`src/rtl/imem_loader_pkg.sv`:
```
// Shared instruction-memory loader definitions: default geometry and the
// loader FSM state encoding used by the loader and anything observing it.
package imem_loader_pkg;

  localparam int I_ADDR_BITS_DEF      = 6;
  localparam int INSTRUCTION_SIZE_DEF = 32;

  // LOAD: collecting bytes, WRITE: one-cycle memory strobe,
  // RUN: program loaded and core released, ERR: program overflowed memory.
  typedef enum logic [1:0] {
    ST_LOAD  = 2'd0,
    ST_WRITE = 2'd1,
    ST_RUN   = 2'd2,
    ST_ERR   = 2'd3
  } ld_state_t;

endpackage

```
`src/rtl/imem_word_packer.sv`:
```
// Little-endian byte-to-word packer. The first accepted byte lands in [7:0],
// the next in [15:8], and so on. Clearing zeroes the whole word, so a word
// that ends early keeps its unfilled upper bytes at zero.
module imem_word_packer #(
  parameter int INSTRUCTION_SIZE = 32
) (
  input  logic                        clk,
  input  logic                        rst,
  input  logic                        clear,
  input  logic                        byte_en,
  input  logic [7:0]                  byte_data,
  output logic [INSTRUCTION_SIZE-1:0] word,
  output logic                        last_lane
);

  localparam int BYTES  = INSTRUCTION_SIZE / 8;
  localparam int LANE_W = (BYTES > 1) ? $clog2(BYTES) : 1;
  localparam logic [LANE_W-1:0] LANE_ONE = LANE_W'(1);
  localparam logic [LANE_W-1:0] LANE_TOP = LANE_W'(BYTES - 1);

  logic [LANE_W-1:0] lane;

  // High while the next byte to arrive fills the final lane of the word.
  assign last_lane = (lane == LANE_TOP);

  // Lane counter and word register; clear wins over a new byte.
  always_ff @(posedge clk or posedge rst) begin
    if (rst) begin
      word <= '0;
      lane <= '0;
    end else if (clear) begin
      word <= '0;
      lane <= '0;
    end else if (byte_en) begin
      for (int i = 0; i < BYTES; i++) begin
        if (lane == LANE_W'(i)) word[8*i +: 8] <= byte_data;
      end
      lane <= lane + LANE_ONE;
    end
  end

endmodule

```
`src/rtl/imem_loader.sv`:
```
// Streams a program into instruction memory one byte at a time, then
// releases the core from reset. Overflowing memory parks the loader in an
// error state with the core held in reset until a start pulse reloads.
//
// Handshake: a byte transfers on a rising edge where s_valid and s_ready are
// both 1. While s_valid=1 and s_ready=0 upstream holds s_data/s_last stable;
// s_data and s_last are don't-care whenever s_valid=0.
module imem_loader
  import imem_loader_pkg::*;
#(
  parameter int I_ADDR_BITS      = I_ADDR_BITS_DEF,
  parameter int INSTRUCTION_SIZE = INSTRUCTION_SIZE_DEF
) (
  input  logic                        clk,
  input  logic                        rst,
  input  logic                        s_valid,
  input  logic [7:0]                  s_data,
  input  logic                        s_last,
  output logic                        s_ready,
  input  logic                        start,
  output logic                        im_we,
  output logic [I_ADDR_BITS-1:0]      im_addr,
  output logic [INSTRUCTION_SIZE-1:0] im_wdata,
  output logic                        cpu_rst_n,
  output logic                        done,
  output logic                        err,
  output logic [I_ADDR_BITS:0]        word_count,
  output logic [1:0]                  state_dbg
);

  localparam logic [I_ADDR_BITS-1:0] PTR_MAX = '1;
  localparam logic [I_ADDR_BITS-1:0] PTR_ONE = I_ADDR_BITS'(1);
  localparam logic [I_ADDR_BITS:0]   WC_ONE  = (I_ADDR_BITS+1)'(1);

  ld_state_t              state;
  logic [I_ADDR_BITS-1:0] ptr;
  logic                   last_seen;
  logic                   accept;
  logic                   final_byte;
  logic                   restart;
  logic                   pk_clear;
  logic                   last_lane;

  // s_ready is only ever high in LOAD, so accept implies LOAD.
  assign accept     = s_valid & s_ready;
  assign final_byte = accept & (s_last | last_lane);
  assign restart    = start & ((state == ST_RUN) | (state == ST_ERR));
  assign pk_clear   = (state == ST_WRITE) | restart;

  assign im_addr   = ptr;
  assign state_dbg = state;

  imem_word_packer #(
    .INSTRUCTION_SIZE(INSTRUCTION_SIZE)
  ) u_packer (
    .clk       (clk),
    .rst       (rst),
    .clear     (pk_clear),
    .byte_en   (accept),
    .byte_data (s_data),
    .word      (im_wdata),
    .last_lane (last_lane)
  );

  // Loader FSM with all control outputs registered alongside the state.
  always_ff @(posedge clk or posedge rst) begin
    if (rst) begin
      state      <= ST_LOAD;
      ptr        <= '0;
      word_count <= '0;
      last_seen  <= 1'b0;
      s_ready    <= 1'b1;
      im_we      <= 1'b0;
      cpu_rst_n  <= 1'b0;
      done       <= 1'b0;
      err        <= 1'b0;
    end else begin
      case (state)
        ST_LOAD: begin
          if (final_byte) begin
            state     <= ST_WRITE;
            s_ready   <= 1'b0;
            im_we     <= 1'b1;
            last_seen <= s_last;
          end
        end
        ST_WRITE: begin
          im_we      <= 1'b0;
          ptr        <= ptr + PTR_ONE;
          word_count <= word_count + WC_ONE;
          if (last_seen) begin
            state     <= ST_RUN;
            cpu_rst_n <= 1'b1;
            done      <= 1'b1;
          end else if (ptr == PTR_MAX) begin
            state <= ST_ERR;
            err   <= 1'b1;
          end else begin
            state   <= ST_LOAD;
            s_ready <= 1'b1;
          end
        end
        ST_RUN, ST_ERR: begin
          if (start) begin
            state      <= ST_LOAD;
            ptr        <= '0;
            word_count <= '0;
            last_seen  <= 1'b0;
            s_ready    <= 1'b1;
            cpu_rst_n  <= 1'b0;
            done       <= 1'b0;
            err        <= 1'b0;
          end
        end
        default: state <= ST_LOAD;
      endcase
    end
  end

endmodule

```
`config.mk`:
```
export PLATFORM = sky130hd
export DESIGN_NAME = imem_loader
export DESIGN_NICKNAME = d
export VERILOG_FILES = /design/src/rtl/imem_loader_pkg.sv /design/src/rtl/imem_word_packer.sv /design/src/rtl/imem_loader.sv
export SDC_FILE = /design/constraint.sdc
export NUM_CORES = 1
export LEC_CHECK = 0
export ABC_CLOCK_PERIOD_IN_PS = 1340
export BUFFER_PORTS_ARGS = -buffer_cell sky130_fd_sc_hd__clkbuf_2
export CAP_MARGIN = 20
export CORE_ASPECT_RATIO = 1.4
export CORE_MARGIN = 2
export CORE_UTILIZATION = 25
export CTS_CLUSTER_SIZE = 28
export DETAILED_ROUTE_END_ITERATION = 10
export GPL_TIMING_DRIVEN = 0
export PLACE_DENSITY = 0.56
export SYNTH_ARGS = -nofsm -noshare
export SYNTH_HDL_FRONTEND = slang
export SYNTH_SLANG_ARGS = --single-unit
```
`constraint.sdc`:
```
create_clock -name clk -period 1.34 [get_ports clk]
set_input_delay 0.134 -clock clk [delete_from_list [all_inputs] [get_ports clk]]
set_output_delay 0.134 -clock clk [all_outputs]
set_load 0.005 [all_outputs]
```
==> impl.org <==
** Timing
- Time the final worst path needs with I/O delays and setup :: 1390 ps
- For the pin with the worst max-slew slack, the measured transition is 490 ps.
- Headroom to the max-slew limit came out at 0.673.
- Hold Slack :: approximately 130 ps
- Final sum of negative setup slack :: -102 ps
- Setup skew after layout :: roughly 7.2 ps
- After layout, the worst setup slack is -45.4 ps.
- Setup repair after global routing could not meet its margin everywhere.
- The final count of pins violating max slew is 0.
- Peak clock frequency supported by timing :: between 700 and 800 MHz
- Of the available clock period, the critical path in the final layout requires 1.03.
- Setup-failing EPs final :: 3
- Count of endpoints failing hold in the final timing report :: 0

** Yosys
- In this run the cell area of the synthesized design comes to ~0.0024 mm2.
- During synthesis, Yosys emitted a total of 0 warnings.
- Sorting the synthesized cells by area gives the leading types as sky130_fd_sc_hd__dfrtp_1 (54%), sky130_fd_sc_hd__mux2i_1 (14%), sky130_fd_sc_hd__nor2_1 (5.5%).
- Async S/R FF share, synth :: 1.00
- Syn Area/Cell :: between 10 and 15 um2
- Instance count of the mapped netlist :: 222
- The number of different library cells used by synthesis comes to 36.
- Sequential share of the synthesized area :: 0.555
- Most used DFF post-synth :: sky130_fd_sc_hd__dfrtp_1
- Post-synth EDFFs :: 0
- The number of nets handed over by synthesis was roughly 240.
- The biggest area contributor in the post-synthesis netlist is sky130_fd_sc_hd__dfrtp_1.
- Area share of the leading cell type in the synthesized netlist :: 0.544
- After synthesis the netlist holds a flip-flop and latch count of 54.

** Clock tree
- Clock slew at the register clock pins of the worst setup and hold paths :: approximately 70 ps
- Clock Root Buffer :: sky130_fd_sc_hd__clkbuf_16
- CTS built an H-tree with a depth of 2.
- Clock latency on the worst-skew pair :: 290 ps
- TritonCTS built the clock tree.
- CTS saw 54 sinks.
- Number of CTS-inserted buffers :: 5
- Worst-case clock buffer depth :: 2

** Critical path
- Origin of the critical flop-to-flop path :: state_dbg[1]$_DFFE_PP0P_
- The setup path with the least slack is of type flip-flop to flip-flop.
- STA classifies the critical path endpoint as a flip-flop.
- R2r endpoint :: s_ready$_DFFE_PP1P_
- STA puts the critical path data required time at roughly 1600 ps.
- Critical path fanouts, max :: 6
- Delay of the slowest cell on the worst path :: 520 ps
- The slowest stage of the critical path belongs to the cell sky130_fd_sc_hd__or4b_4.
- Arrival time at the worst endpoint :: about 1600 ps
- Worst setup slack for register-to-register paths :: -50 ps
- The number of cells on the worst reg-to-reg path is 3.
- The signal on the critical path passes through buf_4 -> or4b_4 -> a22o_1.
- Crit path launch type :: flip-flop

** Route
- For this run, the detailed router's first-pass iteration total came to 4.
- Total Wirelength :: about 6.3 mm
- Dividing the detail-routed wire length by the instance count gives 15.0 um.
- Via density per instance :: about 4.6
- After the first detailed-routing iteration, the DRC count stood at 49.
- Vias :: 1,955
- Number of remaining DRC errors :: 0
- Once detail routing completed, the nets flagged for antenna violations numbered 0.

** Floorplan
- The core region is 0.00946 mm2.
- Initial cell density of the core :: 0.258
- Measured along the y axis, the die boundary spans roughly 120 um.
- Chip Width :: between 80 and 90 um
- Die Outline Area :: around 0.011 mm2
- Number of top-level design ports :: 65
- Number of rows created at floorplan :: 42

** Place
- Sum of net half-perimeters after detailed placement :: around 4.4 mm
- During placement, the flow inserted port buffers numbering 63.
- After detailed placement, the design holds a cell count of slightly below 400.
- At the placement stage, the worst setup path has a slack of -306 ps.
- The congestion estimate from routability-driven global placement came to 0.681.

** Global routing
- Global Route Usage Sum :: 0.124
- Largest net degree at the start of global routing :: 36
- The initial antenna violation count is 0.
- Sum of overflow across all layers after global routing :: 0
- Global-route wire length before repair :: around 10 mm
- Number of global-route vias before repair :: 2,057

** Min path
- The path class of the tightest hold or removal check is input pin to flip-flop.
- The path with the worst hold slack has its endpoint at u_packer.word[11]$_DFFE_PP0P_.
- Along the worst hold path, the cell count comes to 3.
- Startpoint of the lowest-slack hold path :: s_data[3]

** Power and ir drop
- P_leak :: around 1.9 nW
- Across the VDD grid, the largest voltage drop is approximately 870 uV.
- Pwr dens :: slightly below 2000 mW/mm2

** Layout
- Counting the fill cells in the layout gives a little under 1,000.
- Most frequent cells in the layout :: sky130_fd_sc_hd__clkbuf_2 (63), sky130_fd_sc_hd__dfrtp_1 (49), sky130_fd_sc_hd__nor2_1 (35), sky130_fd_sc_hd__mux2i_1 (34), sky130_fd_sc_hd__buf_4 (17)
- Core utilization of the finished layout :: 0.360
- Layout-stage area growth over the synthesis result :: 39.8%
- 0 antenna diodes ended up in the layout.
- Fraction of final layout cells with drive strength greater than 1 :: 0.412
- Post-layout nets :: around 330
- Commonest non-fill, non-tap cell in the layout :: sky130_fd_sc_hd__clkbuf_2
- Count of non-filler cells in the finished layout :: between 400 and 500

** Job
- Max-Cap Viols :: 0

** Run status
- Status :: finished with violations
- The final reports fail on negative setup slack.
## worst max-delay path: cells and delay by family, from the launching register on
kind	cells	cell delay, ps
simple gates	1	520
buf+inv	1	150
flops	1	450
compound gates	1	200
## repair_timing
item / 4_1_cts / 5_1_grt
hold endpoints to repair: 19 / 0
endpoints found under the setup margin: 39 / 41
hold buffers: 1 / 0
buffers inserted: 9 / 8
pin swaps: 6 / 9
gates resized for setup: 18 / 23
## cells by family after synthesis
| logic type | count (synthesis) | synth area share |
|---|---|---|
| adders and majority gates | 6 | 0.0308 |
| AOI/OAI and AO/OA | 29 | 0.0734 |
| xor gates and xnor gates | 2 | 0.00718 |
| buffers and inverters | 19 | 0.0436 |
| DFF | 54 | 0.555 |
| muxes | 34 | 0.140 |
| and+or+nand+nor | 78 | 0.151 |
## worst max path at each step
stage / end / from / slack [ps]
floorplan: state_dbg[0]$_DFFE_PP0P_ / s_ready$_DFFE_PP1P_ / -20
global placement: u_packer.word[3]$_DFFE_PP0P_ / u_packer.lane[0]$_DFFE_PP0P_ / -270
detailed placement: u_packer.word[4]$_DFFE_PP0P_ / u_packer.lane[0]$_DFFE_PP0P_ / -310
CTS: s_ready$_DFFE_PP1P_ / state_dbg[1]$_DFFE_PP0P_ / -40
global route: im_addr[4]$_DFFE_PP0P_ / state_dbg[1]$_DFFE_PP0P_ / -80
finish: s_ready$_DFFE_PP1P_ / state_dbg[1]$_DFFE_PP0P_ / -50
## Yosys cell counts, types with 3 or more instances
master / count
sky130_fd_sc_hd__or3_1: 3
sky130_fd_sc_hd__or4_1: 3
sky130_fd_sc_hd__o22ai_1: 3
sky130_fd_sc_hd__mux2i_1: 34
sky130_fd_sc_hd__ha_1: 6
sky130_fd_sc_hd__nand3_1: 10
sky130_fd_sc_hd__a21oi_1: 8
sky130_fd_sc_hd__nor2_1: 36
sky130_fd_sc_hd__nand2_1: 16
sky130_fd_sc_hd__buf_6: 3
sky130_fd_sc_hd__a22o_1: 3
sky130_fd_sc_hd__buf_2: 7
sky130_fd_sc_hd__inv_1: 7
sky130_fd_sc_hd__dfrtp_1: 53
sky130_fd_sc_hd__o21ai_0: 9
## state kept, by name, summed over array words and instances (netlist names)
register,count
im_we,1
word_count,7
err,1
done,1
im_addr,6
s_ready,1
last_seen,1
u_packer.lane,2
u_packer.word,32
state_dbg,2
## per-stage QoR
step                      total power [mW]  cell area, um2
after floorplan                       3.80            2470
after global placement                4.74            2920
after detailed placement              4.82            2940
after CTS                             6.58            3270
after global routing                  7.25            3410
final                                 6.71            3410
## layer usage
metal,up-vias,part of all wire,track usage
met5,-,0,0
met1,959,0.41,0.151
li1,941,-,-
met3,6,0.049,0.0333
met4,0,0.0098,0.0317
met2,49,0.53,0.215
## layout make-up
class                      count  area [um2]  share of cell area
tap                          110         138              0.0404
timing repair buffer          82         497               0.146
buffer                        11        88.8              0.0261
multi-input combinational    149        1130               0.332
inverter                       7        30.0             0.00881
clock inverter                 2        37.5              0.0110
clock buffer                   6         129              0.0378
sequential                    54        1360               0.398
## where the power goes
| part | internal, mW | switching [mW] |
|---|---|---|
| logic | 1.26 | 1.14 |
| clock network | 0.884 | 0.594 |
| registers | 2.31 | 0.512 |
No activity file was read; power rests on OpenSTA's default activity.
